File: src/rtl/multiplicador_secuencial.sv
// Iterative shift-and-add N x N -> 2N multiplier, one multiplier bit per clock.
// Optional `MULT_SIGNED_EN: two's-complement operands via sign/magnitude.
`timescale 1ns/1ps

module multiplicador_secuencial #(
    parameter int N = 8
) (
    input  logic           clk,
    input  logic           rst_n,
    input  logic           start,
    input  logic [N-1:0]   a,
    input  logic [N-1:0]   b,
    output logic [2*N-1:0] result,
    output logic           busy,
    output logic           done
);

    localparam int W  = 2 * N;
    localparam int CW = (N > 2) ? $clog2(N) : 1;
    localparam logic [CW-1:0] LAST = CW'(N - 1);

    typedef enum logic {
        S_IDLE,
        S_RUN
    } state_t;

    state_t         state_q, state_d;
    logic [W-1:0]   mcand_q, mcand_d;
    logic [N-1:0]   mplier_q, mplier_d;
    logic [W-1:0]   acc_q, acc_d;
    logic [CW-1:0]  cnt_q, cnt_d;
    logic [W-1:0]   result_q, result_d;
    logic           done_q, done_d;

    logic [N-1:0]   a_mag;
    logic [N-1:0]   b_mag;
    logic [W-1:0]   addend;
    logic [W-1:0]   acc_sum;
    logic [W-1:0]   prod_final;

`ifdef MULT_SIGNED_EN
    logic           sign_q, sign_d;
    logic           sign_in;

    // Operand magnitudes and product sign; -2^(N-1) maps to 2^(N-1) unsigned
    always_comb begin
        a_mag   = a[N-1] ? (~a + N'(1)) : a;
        b_mag   = b[N-1] ? (~b + N'(1)) : b;
        sign_in = a[N-1] ^ b[N-1];
    end
`else
    // Unsigned build: operands are used as-is
    always_comb begin
        a_mag = a;
        b_mag = b;
    end
`endif

    // Conditional add of the shifted multiplicand for the current bit
    always_comb begin
        addend  = mplier_q[0] ? mcand_q : '0;
        acc_sum = acc_q + addend;
    end

`ifdef MULT_SIGNED_EN
    // Re-apply the product sign at completion
    always_comb begin
        prod_final = sign_q ? (~acc_sum + W'(1)) : acc_sum;
    end
`else
    // Final product is the accumulator after the last step
    always_comb begin
        prod_final = acc_sum;
    end
`endif

    // FSM next-state and datapath update
    always_comb begin
        state_d  = state_q;
        mcand_d  = mcand_q;
        mplier_d = mplier_q;
        acc_d    = acc_q;
        cnt_d    = cnt_q;
        result_d = result_q;
        done_d   = 1'b0;
`ifdef MULT_SIGNED_EN
        sign_d   = sign_q;
`endif
        case (state_q)
            S_IDLE: begin
                if (start) begin
                    mcand_d  = {{N{1'b0}}, a_mag};
                    mplier_d = b_mag;
                    acc_d    = '0;
                    cnt_d    = '0;
`ifdef MULT_SIGNED_EN
                    sign_d   = sign_in;
`endif
                    state_d  = S_RUN;
                end
            end
            S_RUN: begin
                acc_d    = acc_sum;
                mcand_d  = mcand_q << 1;
                mplier_d = mplier_q >> 1;
                cnt_d    = cnt_q + CW'(1);
                if (cnt_q == LAST) begin
                    result_d = prod_final;
                    done_d   = 1'b1;
                    cnt_d    = '0;
                    state_d  = S_IDLE;
                end
            end
            default: begin
                state_d = S_IDLE;
            end
        endcase
    end

    // State and datapath registers; reset aborts any operation in flight
    always_ff @(posedge clk or negedge rst_n) begin
        if (!rst_n) begin
            state_q  <= S_IDLE;
            mcand_q  <= '0;
            mplier_q <= '0;
            acc_q    <= '0;
            cnt_q    <= '0;
            result_q <= '0;
            done_q   <= 1'b0;
        end else begin
            state_q  <= state_d;
            mcand_q  <= mcand_d;
            mplier_q <= mplier_d;
            acc_q    <= acc_d;
            cnt_q    <= cnt_d;
            result_q <= result_d;
            done_q   <= done_d;
        end
    end

`ifdef MULT_SIGNED_EN
    // Product sign captured with the operands
    always_ff @(posedge clk or negedge rst_n) begin
        if (!rst_n) begin
            sign_q <= 1'b0;
        end else begin
            sign_q <= sign_d;
        end
    end
`endif

    assign result = result_q;
    assign busy   = (state_q == S_RUN);
    assign done   = done_q;

endmodule

File: config.mk
export PLATFORM = sky130hd
export DESIGN_NAME = multiplicador_secuencial
export DESIGN_NICKNAME = d
export VERILOG_FILES = /design/src/rtl/multiplicador_secuencial.sv
export SDC_FILE = /design/constraint.sdc
export NUM_CORES = 1
export LEC_CHECK = 0
export CAP_MARGIN = 20
export CORE_UTILIZATION = 45
export DETAILED_ROUTE_END_ITERATION = 6
export PLACE_DENSITY_LB_ADDON = 0.12
export SLEW_MARGIN = 20
export SYNTH_ARGS = -nofsm -noshare
export SYNTH_HDL_FRONTEND = slang
export SYNTH_SLANG_ARGS = --single-unit
File: constraint.sdc
create_clock -name clk -period 2.5 [get_ports clk]
set_input_delay 0.25 -clock clk [delete_from_list [all_inputs] [get_ports clk]]
set_output_delay 0.25 -clock clk [all_outputs]
set_load 0.01 [all_outputs]
==> reports/results.tsv <==
metric	value	unit
cts.sinks	61	
synth_top_area_frac	0.468	
syn_area	3260	µm²
place.gp.congestion	0.805	
path_cells	and2_4 -> ha_4 -> fa_2 -> a21o_1 -> a221oi_4 -> buf_6 -> o31ai_2 -> a311o_1 -> a211o_1	
grt_setup_unrepaired	true	
cts_tree	yes	
hold_violations	0	
fp-row-count	30	
grt_pass1_vias	2536	
cp_max_fo	4	
drive_above_1_share	0.221	
final_area	4360	µm²
clk_path_buf_depth	2	
finalSetupViolations	1	
path_buf_inv	1	
num_vias	2539	
n_antenna_cell	0	
first_pass_iters	5	
peakVddDrop	0.517	mV
crit_family	compound AO/OA/AOI/OAI gates	
failed_checks	setup timing	
fin_util	0.632	
layoutNonFillerInstCount	480	
grt-ovfl-total	0	
max_stage_delay	0.41	ns
yosysUniqueCellTypes	41	
synth_fp_nets	354	
avgSynthCellArea	10.3	µm²
grtUsageTotal	0.212	
drcViolationCount	0	
grt_antenna_before_repair	0	
wirelength	7.31	mm
yosysSeqAreaShare	0.468	
path_class	flop to flop	
maxCapViolations	0	
ys_async_sr_fraction	1.00	
fin_crit	2.50	ns
ys.flop_type	dfrtp_1	
dp.cells	459	
initial_core_util	0.472	
nFillCells	566	
grt_max_degree	37	
slew_viol_final	0	
cts_buffers	9	
dieArea	7600	µm²
worst_slew_pin_slew	0.596	ns
wl_per_cell	15.2	µm
seqCellArea	1530	µm²
maxSlewHeadroom	0.603	
htreeDepth	3	
powerDensity	1040	nW/µm²
drt-initial-drc-count	128	
synth_area_leaders	dfrtp_1 47%, ha_1 6.5%, mux2i_1 5.8%, nand2_1 4.8%, o21ai_0 4.4%	
most-common-layout-cells	60 x dfrtp_1, 41 x nand2_1, 35 x clkdlybuf4s50_1	
viasPerCell	5.29	
syn_inst	317	
nets	418	
fmax	0.400	GHz
outcome	complete, but fails checks	
cp_slowest_cell	dfrtp_1	
synth_seq_cells	61	
clk_pin_slew	0.06	ns
period_share	1.00	
required	2.72	ns
multiInputGateArea	1900	µm²
final_common_cell	dfrtp_1	
skew	0.00916	ns
cp.arrival	2.72	ns
die_y	87.2	µm
clk_latency	0.33	ns
clockRootBuffer	clkbuf_8	
end_kind	flop	
core	6910	µm²
layout_setup_ws	-0.00266	ns
place_area	3920	µm²
detail-route-antenna-nets	0	
die_w	87.2	µm
synth_edf_count	0	
ys_warn_count	0	
whs	0.459	ns
hold_class	input pin to asynchronous set/reset pin	
synth_area_leader_cell	dfrtp_1	
io_pins	37	
grt_pass1_wl	12.2	mm
areaGrowthSynthToFinish	33.7	%
hpwl	5.12	mm
cp-start-kind	flop	
p_leak	0.00203	µW
io_buffers	36	
layout make-up:
class | count | share of cell area
Timing Repair Buffer | 68 | 0.142
Sequential cell | 61 | 0.350
Tap cell | 96 | 0.0275
Multi-Input combinational cell | 238 | 0.434
Clock inverter | 2 | 0.00803
Inverter | 3 | 0.00258
Clock buffer | 12 | 0.0356
registers in the layout (all words and copies together) (netlist names):
name,flops
mcand_q,16
acc_q,16
result,16
cnt_q,3
done,1
busy,1
mplier_q,8
worst reg2reg max path, cell delays in order, from the launching register on:
cell,delay (ns)
dfrtp_1,0.41
and2_4,0.16
ha_4,0.15
fa_2,0.34
a21o_1,0.20
a221oi_4,0.31
buf_6,0.15
o31ai_2,0.06
a311o_1,0.31
a211o_1,0.29
final timing paths:
check                             from         end  slack (ns)  cells after the start
min in group clk             result[2]   result[2]        0.47                      2
max in group asynchronous        rst_n        busy        1.42                      3
max                        mplier_q[0]  result[14]      -0.003                      9
min reg2reg                  result[2]   result[2]        0.47                      2
min                              rst_n   result[2]        0.46                      2
max reg2reg                mplier_q[0]  result[14]      -0.003                      9
through the flow:
stage / setup WS (ns) / power, µW / TNS (ns)
2_1_floorplan: -0.206 / 2770 / -0.512
3_3_place_gp: -0.0529 / 3460 / -0.137
3_5_place_dp: -0.0857 / 3510 / -0.422
4_1_cts: -0.0226 / 4400 / -0.0226
5_1_grt: -0.106 / 4860 / -0.387
6_report: -0.00266 / 4520 / -0.00266
logic make-up after synthesis:
| family | after synthesis | share of synthesized area |
|---|---|---|
| compound gates | 81 | 0.167 |
| xor+xnor | 13 | 0.0349 |
| fa+ha+maj | 18 | 0.0713 |
| buf+inv | 18 | 0.0207 |
| flops | 61 | 0.468 |
| mux | 29 | 0.0939 |
| simple gates | 97 | 0.144 |
per-layer routing:
layer,global-route usage,share of wire
met2,0.334,0.47
met1,0.293,0.49
met4,0.0671,0.010
met5,0,0
met3,0.0436,0.036
Yosys cell counts, drive strengths merged (3+ instances only):
cell and count:
a21o 6, a21oi 13, a22o 14, a31oi 3, and2 17, and3 4, clkbuf 13, dfrtp 61
ha 17, mux2 10, mux2i 19, nand2 42, nand2b 8, nand3 6, nor2 10, o21ai 29
or3 4, xnor2 7, xor2 6
what timing repair did:
action	CTS	global route
endpoints found under the setup margin	9	14
setup buffers	2	4
hold buffers	1	0
pin swaps	7	11
resized for setup	4	25
hold endpoints to repair	25	0
where the power goes:
| part | internal, µW | switching [µW] | leakage [µW] |
|---|---|---|---|
| Combinational | 1040 | 932 | 0.00114 |
| Clock | 503 | 360 | 0.0000983 |
| Sequential | 1370 | 318 | 0.000791 |
| Total | 2910 | 1610 | 0.00203 |
No activity file was read; power rests on OpenSTA's default activity.
